===== src/rtl/up_pkg.sv =====
// Shared opcode and phase encodings for the up_core_param processor.
package up_pkg;

  typedef enum logic [3:0] {
    OP_NOP   = 4'h0,
    OP_LIT   = 4'h1,
    OP_IN    = 4'h2,
    OP_OUT   = 4'h3,
    OP_ADDI  = 4'h4,
    OP_NANDI = 4'h5,
    OP_CMPI  = 4'h6,
    OP_LD    = 4'h7,
    OP_ST    = 4'h8,
    OP_ADDM  = 4'h9,
    OP_JMP   = 4'hA,
    OP_JC    = 4'hB,
    OP_JZ    = 4'hC,
    OP_CALL  = 4'hD,
    OP_RET   = 4'hE,
    OP_HALT  = 4'hF
  } opcode_t;

  typedef enum logic [1:0] {
    PH_FETCH  = 2'd0,
    PH_FETCH2 = 2'd1,
    PH_EXEC   = 2'd2
  } phase_t;

  // Long opcodes carry a second program word with the low address bits.
  function automatic logic is_long(input logic [3:0] op);
    return (op >= OP_LD) && (op <= OP_CALL);
  endfunction

endpackage


===== src/rtl/up_ret_stack.sv =====
// Return-address stack; push on full and pop on empty are silently ignored.
module up_ret_stack #(
  parameter int DEPTH = 4,
  parameter int WIDTH = 12
) (
  input  logic             clock,
  input  logic             reset,
  input  logic             push,
  input  logic             pop,
  input  logic [WIDTH-1:0] din,
  output logic [WIDTH-1:0] dout,
  output logic             full,
  output logic             empty
);

  localparam int SP_W  = $clog2(DEPTH + 1);
  localparam int IDX_W = (DEPTH > 1) ? $clog2(DEPTH) : 1;

  logic [WIDTH-1:0] mem [2**IDX_W];
  logic [SP_W-1:0]  sp;
  logic [IDX_W-1:0] top_idx;

  assign top_idx = IDX_W'(sp - 1'b1);
  assign full    = (sp == SP_W'(DEPTH));
  assign empty   = (sp == '0);
  assign dout    = mem[top_idx];

  always_ff @(posedge clock or posedge reset) begin
    if (reset) begin
      sp <= '0;
    end else if (push && !full) begin
      sp <= sp + 1'b1;
    end else if (pop && !empty) begin
      sp <= sp - 1'b1;
    end
  end

  always_ff @(posedge clock) begin
    if (push && !full) begin
      mem[sp[IDX_W-1:0]] <= din;
    end
  end

endmodule


===== src/rtl/up_core_param.sv =====
// Accumulator fetch/execute core with long-address instructions, return stack and HALT.
module up_core_param
  import up_pkg::*;
#(
  parameter int DATA_W      = 4,
  parameter int STACK_DEPTH = 4,
  localparam int ADDR_W     = 2*DATA_W + 4,
  localparam int PW         = 4 + DATA_W
) (
  input  logic              clock,
  input  logic              reset,
  input  logic [DATA_W-1:0] pushbuttons,
  input  logic [PW-1:0]     prog_data,
  input  logic [DATA_W-1:0] ram_rdata,
  output logic [ADDR_W-1:0] PC,
  output logic [ADDR_W-1:0] address_RAM,
  output logic [DATA_W-1:0] ram_wdata,
  output logic              ram_we,
  output logic [1:0]        phase,
  output logic [3:0]        instr,
  output logic [DATA_W-1:0] oprnd,
  output logic [DATA_W-1:0] accu,
  output logic              c_flag,
  output logic              z_flag,
  output logic [DATA_W-1:0] FF_out,
  output logic              halted,
  output logic              stack_err
);

  phase_t              state;
  logic [3:0]          fetch_op;
  logic [DATA_W-1:0]   addend;
  logic [DATA_W-1:0]   nand_r;
  logic [DATA_W:0]     sum;
  logic [ADDR_W-1:0]   ret_addr;
  logic                stk_full;
  logic                stk_empty;
  logic                do_push;
  logic                do_pop;

  assign phase     = state;
  assign ram_wdata = accu;
  assign fetch_op  = prog_data[PW-1 -: 4];

  always_comb begin
    addend = (instr == OP_ADDM) ? ram_rdata : oprnd;
    sum    = {1'b0, accu} + {1'b0, addend};
    nand_r = ~(accu & oprnd);
  end

  // CALL pushes the PC already advanced past the second word.
  assign do_push = (state == PH_EXEC) && (instr == OP_CALL) && !stk_full;
  assign do_pop  = (state == PH_EXEC) && (instr == OP_RET) && !stk_empty;

  up_ret_stack #(
    .DEPTH (STACK_DEPTH),
    .WIDTH (ADDR_W)
  ) u_stack (
    .clock (clock),
    .reset (reset),
    .push  (do_push),
    .pop   (do_pop),
    .din   (PC),
    .dout  (ret_addr),
    .full  (stk_full),
    .empty (stk_empty)
  );

  always_ff @(posedge clock or posedge reset) begin
    if (reset) begin
      state       <= PH_FETCH;
      PC          <= '0;
      address_RAM <= '0;
      ram_we      <= 1'b0;
      instr       <= '0;
      oprnd       <= '0;
      accu        <= '0;
      c_flag      <= 1'b0;
      z_flag      <= 1'b0;
      FF_out      <= '0;
      halted      <= 1'b0;
      stack_err   <= 1'b0;
    end else begin
      ram_we <= 1'b0;
      case (state)
        PH_FETCH: begin
          if (!halted) begin
            instr <= fetch_op;
            oprnd <= prog_data[DATA_W-1:0];
            PC    <= PC + 1'b1;
            state <= is_long(fetch_op) ? PH_FETCH2 : PH_EXEC;
          end
        end
        PH_FETCH2: begin
          address_RAM <= {oprnd, prog_data};
          PC          <= PC + 1'b1;
          ram_we      <= (instr == OP_ST);
          state       <= PH_EXEC;
        end
        PH_EXEC: begin
          state <= PH_FETCH;
          case (instr)
            OP_LIT: begin
              accu   <= oprnd;
              z_flag <= (oprnd == '0);
            end
            OP_IN: begin
              accu   <= pushbuttons;
              z_flag <= (pushbuttons == '0);
            end
            OP_OUT:  FF_out <= accu;
            OP_ADDI, OP_ADDM: begin
              {c_flag, accu} <= sum;
              z_flag         <= (sum[DATA_W-1:0] == '0);
            end
            OP_NANDI: begin
              accu   <= nand_r;
              z_flag <= (nand_r == '0);
            end
            OP_CMPI: begin
              c_flag <= (accu >= oprnd);
              z_flag <= (accu == oprnd);
            end
            OP_LD: begin
              accu   <= ram_rdata;
              z_flag <= (ram_rdata == '0);
            end
            OP_JMP: PC <= address_RAM;
            OP_JC:  if (c_flag) PC <= address_RAM;
            OP_JZ:  if (z_flag) PC <= address_RAM;
            OP_CALL: begin
              if (stk_full) stack_err <= 1'b1;
              else          PC        <= address_RAM;
            end
            OP_RET: begin
              if (stk_empty) stack_err <= 1'b1;
              else           PC        <= ret_addr;
            end
            OP_HALT: halted <= 1'b1;
            default: ;
          endcase
        end
        default: state <= PH_FETCH;
      endcase
    end
  end

endmodule


===== config.mk =====
export PLATFORM = sky130hd
export DESIGN_NAME = up_core_param
export DESIGN_NICKNAME = d
export VERILOG_FILES = /design/src/rtl/up_pkg.sv /design/src/rtl/up_ret_stack.sv /design/src/rtl/up_core_param.sv
export SDC_FILE = /design/constraint.sdc
export NUM_CORES = 1
export LEC_CHECK = 0
export BUFFER_PORTS_ARGS = -buffer_cell sky130_fd_sc_hd__buf_2
export CAP_MARGIN = 30
export CORE_MARGIN = 8
export CORE_UTILIZATION = 52
export CTS_CLUSTER_SIZE = 10
export DETAILED_ROUTE_END_ITERATION = 16
export GPL_ROUTABILITY_DRIVEN = 0
export PLACE_DENSITY = 0.8
export SYNTH_ARGS = -nofsm -noshare
export SYNTH_HDL_FRONTEND = slang
export SYNTH_SLANG_ARGS = --single-unit

===== constraint.sdc =====
create_clock -name clock -period 2.65 [get_ports clock]
set_clock_uncertainty 0.15 [all_clocks]
set_input_delay 0.53 -clock clock [delete_from_list [all_inputs] [get_ports clock]]
set_output_delay 0.53 -clock clock [all_outputs]
set_load 0.02 [all_outputs]

## Word-level counts from Yosys, hierarchy flattened

Memories as Yosys holds them, arrays and structs flattened.
Index checks and enable logic that the tools add are counted.

| cells by class | value |
|---|---|
| add/subtract/negate cells | 4 |
| magnitude comparators | 3 |
| equal/unequal tests | 27 |
| mux-type cells | 22 |
| bitwise gates (word level) | 3 |
| reduce and logical (&&, ||, !) cells | 31 |

Operators with widths:

| operator | count |
|---|---|
| 2-to-1 mux 12 bit | 5 |
| case mux 12 bit (5 select lines) | 1 |
| case mux 12 bit (3 select lines) | 1 |
| == test 4 bit, second input constant | 8 |
| logical NOT 4 bit | 5 |
| case mux 4 bit (5 select lines) | 1 |
| == test 4 x 3 -> 1 bit, second input constant | 4 |
| adder 12 x 1 -> 12 bit, second input constant | 1 |
| inequality test 3 bit, second input constant | 4 |
| AND reduction 2 bit | 6 |
| == test 4 x 2 -> 1 bit, second input constant | 2 |
| logical AND 1 bit | 7 |
| AND reduction 7 bit | 1 |
| 2-to-1 mux 3 bit | 2 |
| inequality test 6 x 2 -> 1 bit, second input constant | 1 |
| case mux 1 bit (6 select lines) | 1 |
| nonzero test 2 bit | 3 |
| nonzero test 6 bit | 1 |
| adder 4 x 4 -> 5 bit | 1 |
| 2-to-1 mux 1 bit | 5 |
| nonzero test 5 bit | 1 |
| AND 4 bit | 1 |
| == test 4 x 1 -> 1 bit, second input constant | 1 |
| == test 4 bit | 1 |
| other kinds (22) | 26 |

| word-level totals | value |
|---|---|
| flip-flop bits (word level) | 50 |
| bits in writable memories | 48 |
| input port bits | 18 |
| output and inout bits | 51 |
| logic and storage cells | 104 |
| memories kept | 1 |

Memories:

| memory | words | width | read ports | clocked after memory_dff | write ports | line | RTL |
|---|---|---|---|---|---|---|---|
| u_stack.mem | 4 | 12 | 1 | 0 | 1 | up_ret_stack.sv:19 | `logic [WIDTH-1:0] mem [2**IDX_W];` |

## Longest topological paths before layout

Gate-level depths: netlist (run 1).

| logic depth | value |
|---|---|
| depth after elaboration | 6 |
| mapped depth | 11 |
| gate-level depth less buffers | 10 |

## By module

From an unflattened synthesis (run 1), not the netlist that was laid out.

| unflattened totals | value |
|---|---|
| cells, all modules | 430 |
| area, all modules | 5175.0 um2 |

By module, submodules not included:

| module | instances | cells an instance | area each (um2) | seq. area each (um2) |
|---|---|---|---|---|
| up_core_param | 1 | 335 | 3124.2 | 1176.1 |
| up_ret_stack | 1 | 95 | 2050.7 | 1516.5 |

## Least setup slack after synthesis (run 1)

OpenSTA, ideal clock, no wires.

| timing | value |
|---|---|
| path kind | reg2reg |
| from | register instr[2] |
| to | register accu[2] |
| library setup time | 0.125 ns |
| data arrival time | 2.533 ns |
| path slack | -0.158 ns |
| stages on the path, launching flop included | 10 |
| clock period less this slack | 2.808 ns |
| cell sequence | dfrtp_1 -> buf_6 -> nand2b_1 -> nor2_1 -> o21ai_0 -> ha_1 -> fa_1 -> xor2_1 -> a221o_1 -> mux2_2 |

| between the ends | value |
|---|---|
| longest elaborated chain between the ends | 4 |
| elaborated cells on any way between the ends | 12 |
| those cells by class | add/sub: 1; eq/ne: 6; mux: 2; reduce/logical: 3 |

RTL lines:

| what | line | RTL |
|---|---|---|
| start: declaration | up_core_param.sv:20 | `output logic [3:0] instr,` |
| start signal: assignment | up_core_param.sv:88 | `instr <= fetch_op;` |
| == test 4 bit / == test 4 x 3 -> 1 bit (equally long branches) | up_core_param.sv:46, up_core_param.sv:102 |  |
| 2-to-1 mux 4 bit / OR reduction 2 bit (equally long branches) | up_core_param.sv:46, up_core_param.sv:102 |  |
| adder 4 x 4 -> 5 bit / nonzero test 5 bit (equally long branches) | n/a |  |
| case mux 4 bit (5 select lines) / AND reduction 2 bit (equally long branches) | n/a |  |
| end signal: assignment | up_core_param.sv:104 | `accu <= oprnd;` |
| end signal: assignment | up_core_param.sv:108 | `accu <= pushbuttons;` |
| end signal: assignment | up_core_param.sv:113 | `{c_flag, accu} <= sum;` |
| end: declaration | up_core_param.sv:22 | `output logic [DATA_W-1:0] accu,` |

Several ways; a longest one is shown, not always the timed one.
A chain may end at the register's enable or synchronous reset.

## Worst setup path in the final report (run 1)

| timing | value |
|---|---|
| from | register instr[2] |
| to | register accu[1] |

The elaborated chain is that of the path after synthesis.

==> impl_metrics.py, run 1 <==
metrics = {
    "outcome": {
        "outcome": "finished, final reports clean",
    },
    "clocking": {
        "cts_root_buf": "clkbuf_8",
        "clk_latency_ns": 0.36,
        "clock_path_buffers": 2,
        "tritoncts": "done",
        "cts.sink_count": 98,
        "cts_buffers": 9,
        "clk_pin_slew_worst_paths_ns": 0.10,
        "cts_htree_levels": 3,
    },
    "sta": {
        "fin_crit_sh_pct": 99.37,
        "drv_slew": 0,
        "relSlewSlack_pct": 50.45,
        "hold_violations": 0,
        "fin_setup_tns_ns": 0,
        "fin_crit_ns": 2.633,
        "setup_viol": 0,
        "rsz0062_at_grt": "yes",
        "fmaxAchievable_ghz": 0.3798,
        "worstMarginPinSlew_ns": 0.7376,
    },
    "power": {
        "switchingPower_w": 0.003385,
        "p_int_w": 0.004109,
        "pwr-share-clk_pct": 13.7,
        "seqPwrFrac_pct": 35.0,
        "pwr-share-comb_pct": 51.3,
        "p_total_w": 0.007494,
        "cellPowerDensity_mw_per_mm2": 1304,
        "switching_share_pct": 45.17,
        "cellLeakagePower_nw": 2.316,
        "ir_drop_uv": 591.5,
    },
    "worst_setup_path": {
        "endpoint_kind": "flop",
        "critical-path-top-delay-family": "adder cells",
        "regToRegEndpoint": "accu[1]",
        "worstPathRequired_ns": 2.74,
        "cp_max_fo": 8,
        "crit_path_start": "instr[2]",
        "timing.rr.start": "instr[2]",
        "cp-start-kind": "flop",
        "max_stage_delay_ns": 0.47,
        "cp.arrival_ns": 2.72,
        "r2r_setup_slack_ns": 0.02,
        "path_class": "reg -> reg",
        "crit_path_cell_trace": "nand2b_1, nor2_4, buf_4, nand2_1, o21ai_0, ha_2, fa_2, a222oi_1, a31oi_1",
        "crit_slowest_cell": "fa_2",
        "reg2reg_depth": 9,
        "path_buf_inv": 1,
    },
    "route": {
        "drtAntennaViolNets": 0,
        "drt_wl_total_mm": 12.24,
        "wire_per_inst_um": 19.65,
        "post-route-drc-count": 0,
        "vias_per_cell": 5.942,
        "vias": 3702,
        "drtPass1Iterations": 5,
        "first_iter_violations": 299,
    },
    "die": {
        "die_h_um": 114.4,
        "coreArea_mm2": 0.009594,
        "std_cell_rows": 36,
        "dieArea_mm2": 0.01308,
        "initial_core_util_pct": 52.45,
        "die_w_um": 114.4,
        "pin_count": 69,
    },
    "yosys": {
        "synth_compound_area_share_pct": 13.67,
        "ys_seq_area_share_pct": 53.51,
        "synthSimpleGateAreaFrac_pct": 11.74,
        "yosys_most_used_dff": "dfrtp_1",
        "synthDistinctLibCells": 68,
        "synth.net_count": 453,
        "ys.warnings.count": 0,
        "netlist_instances": 415,
        "synth_top_family_by_area": "compound AO/OA/AOI/OAI gates",
        "synth-edff-count": 48,
        "synthMuxAreaShare_pct": 10.87,
        "netlist_area_mm2": 0.005032,
        "synth_xor_area_share_pct": 0.6962,
        "async_flop_share_pct": 51.02,
        "synth.avg_cell_area_um2": 12.13,
        "ys_seq_elements": 98,
        "synthAdderAreaFrac_pct": 5.122,
    },
    "global_routing": {
        "grt_use_total_pct": 19.58,
        "grt_max_degree": 51,
        "first_global_vias": 3684,
        "antenna_found_initial": 0,
        "grt_pass1_wl_mm": 19.80,
        "grt_overflow": 0,
    },
    "cells_and_area": {
        "fillCellCount": 761,
        "fin_nets": 523,
        "syn2layout_area_growth_pct": 14.20,
        "finalCoreUtilization_pct": 59.90,
        "n_antenna_cell": 0,
        "drive_gt1_share_pct": 29.80,
        "multi_input_area_mm2": 0.002136,
        "final-seq-area_mm2": 0.002694,
    },
    "min_path": {
        "hold_path.class": "in -> async",
    },
    "placement": {
        "dp_hpwl_mm": 8.752,
        "io_buffers": 68,
    },
    "run": {
        "maxCapViolCount": 0,
    },
}
## registers in the layout (all words and copies together) (netlist names), 2 cells and up
signal / cells
u_stack.mem: 48
PC: 12
address_RAM: 12
FF_out: 4
accu: 4
instr: 4
oprnd: 4
u_stack.sp: 3
phase: 2
## worst register-to-register path, delay by kind of cell (launching register included)
| family | cells | cell delay (ns) |
|---|---|---|
| AO/OA/AOI/OAI | 3 | 0.60 |
| adder cells (fa/ha/maj) | 2 | 0.72 |
| buffers and inverters | 1 | 0.15 |
| flip-flops | 1 | 0.41 |
| AND/OR/NAND/NOR | 3 | 0.49 |
## layer usage
| metal | part of all wire (%) | track usage [%] | up-vias |
|---|---|---|---|
| met5 | 0 | 0 | - |
| li1 | - | - | 1692 |
| met2 | 46 | 30.09 | 148 |
| met4 | 2.9 | 8.075 | 0 |
| met3 | 6.7 | 4.167 | 31 |
| met1 | 44 | 26.37 | 1831 |
## cell families after synthesis
logic type                 Yosys count
AOI/OAI and AO/OA                  103
xor gates and xnor gates             4
adders and majority gates           20
buffers and inverters               42
DFF                                 98
muxes                               37
and+or+nand+nor                    111
## power groups by stage
stage | logic (W) | clock network, W | registers (W)
2_1_floorplan | 0.00241 | 0 | 0.00291
6_report | 0.00384 | 0.00103 | 0.00262
4_1_cts | 0.00379 | 0.00104 | 0.00262
3_3_place_gp | 0.00368 | 0 | 0.00261
5_1_grt | 0.00418 | 0.00111 | 0.00269
3_5_place_dp | 0.00377 | 0 | 0.00265
## placed cells by master (no fill, tap or decap), drive strengths merged, types with 3 or more instances in the layout
cell / count
buf: 86
dfrtp: 50
edfxtp: 48
nand2: 39
a21oi: 29
o21ai: 23
mux2: 21
ha: 19
inv: 18
nor2: 17
mux4: 12
clkbuf: 9
nor3: 9
o22a: 8
nand3: 7
nand2b: 7
nor2b: 7
and2: 7
a32oi: 4
mux2i: 4
a22oi: 4
a31oi: 3
a21o: 3
o21a: 3
a2bb2oi: 3
clkinv: 3
## stage by stage
step	std cells	instance area [um^2]	hold WS (ns)	worst slack, ns
after floorplan	415	5041	0.3147	0.01629
after detailed placement	606	5510	0.3300	0.06966
after global placement	606	5510	0.3236	0.1654
after CTS	622	5729	0.1919	0.04826
final	623	5747	0.1709	0.01669
after global routing	623	5747	0.2245	-0.05098
## area by class of cell
cell class,instances,share of cell area [%]
flip-flops and latches,98,46.88
multi-input cells,275,37.17
repair buffers,86,8.273
well taps,133,2.896
clock buffers,9,2.155
clock inverters,7,1.655
inverters,15,0.9798
## worst max-delay path by stage
stage / end / slack [ns] / cells after the start
floorplan: accu[2] / 0.02 / 8
global placement: accu[2] / 0.17 / 8
detailed placement: accu[2] / 0.07 / 8
CTS: accu[2] / 0.05 / 8
global route: accu[1] / -0.05 / 9
finish: accu[1] / 0.02 / 9
## synthesized netlist by cell type (all sizes together) (2+ instances only)
cell type / number / area, um^2
a211oi: 2 / 15.01
a21o: 3 / 22.52
a21oi: 29 / 148.9
a22o: 2 / 17.52
a22oi: 4 / 30.03
a2bb2oi: 3 / 26.28
a31oi: 3 / 18.77
a32oi: 4 / 35.03
and2: 7 / 46.30
and2b: 2 / 15.01
and3: 2 / 12.51
and4: 2 / 17.52
buf: 19 / 135.1
clkbuf: 8 / 30.03
dfrtp: 50 / 1251
edfxtp: 48 / 1441
ha: 19 / 237.7
inv: 15 / 56.30
mux2: 21 / 236.5
mux2i: 4 / 40.04
mux4: 12 / 270.3
nand2: 39 / 146.4
nand2b: 7 / 46.30
nand3: 7 / 35.03
nor2: 17 / 63.81
nor2b: 7 / 46.30
nor3: 9 / 55.05
nor3b: 2 / 15.01
nor4: 2 / 27.53
o211ai: 2 / 15.01
o21a: 3 / 22.52
o21ai: 23 / 115.1
o21bai: 2 / 15.01
o22a: 8 / 70.07
o2bb2ai: 2 / 17.52
o31ai: 2 / 15.01
o32a: 2 / 21.27
o32ai: 2 / 17.52
or4: 2 / 18.77
xnor2: 2 / 17.52
xor2: 2 / 17.52
## repair_timing
| action | 4_1_cts | 5_1_grt |
|---|---|---|
| setup endpoints to repair | 0 | 3 |
| setup buffers | 0 | 1 |
| hold buffers | 0 | 0 |
| resized for setup | 0 | 4 |
Note: power is estimated with default switching activity, not from simulation.
==> run 2: changes to the inputs <==
--- a/config.mk
+++ b/config.mk
@@ -6,13 +6,13 @@
 export NUM_CORES = 1
 export LEC_CHECK = 0
 export BUFFER_PORTS_ARGS = -buffer_cell sky130_fd_sc_hd__buf_2
-export CAP_MARGIN = 30
+export CAP_MARGIN = 15
 export CORE_MARGIN = 8
 export CORE_UTILIZATION = 52
 export CTS_CLUSTER_SIZE = 10
 export DETAILED_ROUTE_END_ITERATION = 16
 export GPL_ROUTABILITY_DRIVEN = 0
-export PLACE_DENSITY = 0.8
+export PLACE_DENSITY = 0.84
 export SYNTH_ARGS = -nofsm -noshare
 export SYNTH_HDL_FRONTEND = slang
 export SYNTH_SLANG_ARGS = --single-unit
==> run 2 against run 1 <==
Effect of this change:
- wire length grew 1.7%
- via count increased by 2.7%
- sequential cell count is the same
- clock-buffer cell count is 1 higher
- setup slack better by 0.023 ns
- largest power group unchanged
==> impl_metrics.py, run 2 (synthesis gave the netlist of run 1 again) <==
metrics = {
    "outcome": {
        "outcome": "finished, final reports clean",
    },
    "route": {
        "vias": 3802,
        "drt_wl_total_mm": 12.45,
        "wire_per_inst_um": 19.96,
        "post-route-drc-count": 0,
        "drtAntennaViolNets": 0,
        "first_iter_violations": 357,
        "drtPass1Iterations": 5,
        "vias_per_cell": 6.093,
    },
    "cells_and_area": {
        "layoutNonFillerInstCount": 624,
        "drive_gt1_share_pct": 29.53,
        "n_antenna_cell": 0,
        "final_cell_mix": "buf_2 (68), dfrtp_1 (49), edfxtp_1 (48)",
        "fin_nets": 524,
        "final_common_cell": "buf_2",
        "largest_reg_flops": 48,
        "syn2layout_area_growth_pct": 13.95,
    },
    "placement": {
        "io_buffers": 68,
        "dp.cells": 606,
        "dp_hpwl_mm": 8.830,
    },
    "clocking": {
        "cts_htree_levels": 3,
        "clk_latency_ns": 0.37,
        "cts_hold_repair.buffers": 0,
        "clock_path_buffers": 2,
        "cts_buffers": 9,
        "tritoncts": "done",
        "cts_root_buf": "clkbuf_8",
        "clk_pin_slew_worst_paths_ns": 0.10,
        "cts.sink_count": 98,
    },
    "power": {
        "cellLeakagePower_nw": 2.302,
        "p_total_w": 0.007509,
        "cellPowerDensity_mw_per_mm2": 1309,
        "ir_drop_uv": 458.7,
    },
    "run": {
        "maxCapViolCount": 0,
    },
    "die": {
        "pin_count": 69,
        "die_h_um": 114.4,
        "die_w_um": 114.4,
        "initial_core_util_pct": 52.45,
        "std_cell_rows": 36,
        "dieArea_mm2": 0.01308,
        "coreArea_mm2": 0.009594,
    },
    "sta": {
        "drv_slew": 0,
        "fmaxAchievable_ghz": 0.3831,
        "fin_setup_tns_ns": 0,
        "hold_violations": 0,
        "fin_crit_sh_pct": 98.51,
        "relSlewSlack_pct": 57.99,
        "worstMarginPinSlew_ns": 0.6301,
        "fin_crit_ns": 2.611,
        "setup_viol": 0,
    },
    "worst_setup_path": {
        "path_class": "reg -> reg",
        "cp-start-kind": "flop",
        "cp_max_fo": 5,
        "endpoint_kind": "flop",
        "cp.arrival_ns": 2.73,
        "worstPathRequired_ns": 2.77,
    },
    "global_routing": {
        "grt_overflow": 0,
        "grt_use_total_pct": 19.95,
        "antenna_found_initial": 0,
        "first_global_vias": 3758,
        "gr-usage-met3_pct": 4.536,
        "grt_max_degree": 28,
        "grt_use_met2_pct": 30.21,
        "use_met1_pct": 26.09,
        "grt_pass1_wl_mm": 20.15,
        "busiest_layer": "met2",
    },
    "min_path": {
        "hold_path.class": "in -> async",
    },
}
-- run 2: worst max-delay path, cell delays in order (launching register included) --
cell      delay, ns
dfrtp_2        0.41
nand2b_2       0.22
nor2_4         0.17
o21ai_0        0.12
ha_1           0.23
fa_1           0.42
xor2_1         0.18
a221o_1        0.35
mux2_2         0.26
-- run 2: path summary, 6_finish.rpt --
path                       depth (start not counted)  slack [ns]         start       endpoint
setup reg to reg                                   8        0.04      instr[2]        accu[2]
max in group asynchronous                          3        1.69         reset  u_stack.sp[2]
hold / removal                                     2        0.05         reset        accu[2]
min in group clock                                 3        0.25  prog_data[0]       oprnd[0]
setup / recovery                                   8        0.04      instr[2]        accu[2]
hold reg to reg                                    1        0.34     stack_err      stack_err
-- run 2: per-layer routing --
metal	routed length, um	vias to the layer above
li1	-	1686
met1	4994	1856
met2	5866	216
met3	1134	44
met4	458	0
met5	0	-
-- run 2: power breakdown --
group / switching, W / leakage [nW] / internal, W / total, W
Sequential: 0.000537 / 1.03 / 0.00208 / 0.00262
Combinational: 0.00230 / 1.18 / 0.00158 / 0.00389
Clock: 0.000552 / 0.0926 / 0.000450 / 0.00100
Total: 0.00339 / 2.30 / 0.00412 / 0.00751
-- run 2: stage by stage --
stage / area (um^2) / util, % / hold slack (ns) / worst slack [ns]
6_report: 5734 / 59.77 / 0.04938 / 0.03950
5_1_grt: 5734 / 59.77 / 0.1027 / -0.06445
4_1_cts: 5713 / 59.55 / 0.05850 / 0.08306
3_5_place_dp: 5510 / 57.43 / 0.3188 / 0.1013
3_3_place_gp: 5510 / 57.43 / 0.3199 / 0.1728
2_1_floorplan: 5041 / - / 0.3147 / 0.01629
-- run 2: final cells by class --
| type | count | area, um^2 |
|---|---|---|
| fill | 737 | 3860 |
| sequential | 98 | 2694 |
| multi-input combinational | 276 | 2140 |
| timing repair buffer | 86 | 475.5 |
| tap | 133 | 166.4 |
| clock buffer | 10 | 127.6 |
| clock inverter | 6 | 75.07 |
| inverter | 15 | 56.30 |
-- run 2: timing repair --
action                                  CTS  global route
endpoints found under the setup margin    0             2
setup buffers                             0             1
hold endpoints to repair                  0             0
gates resized for setup                   0             3
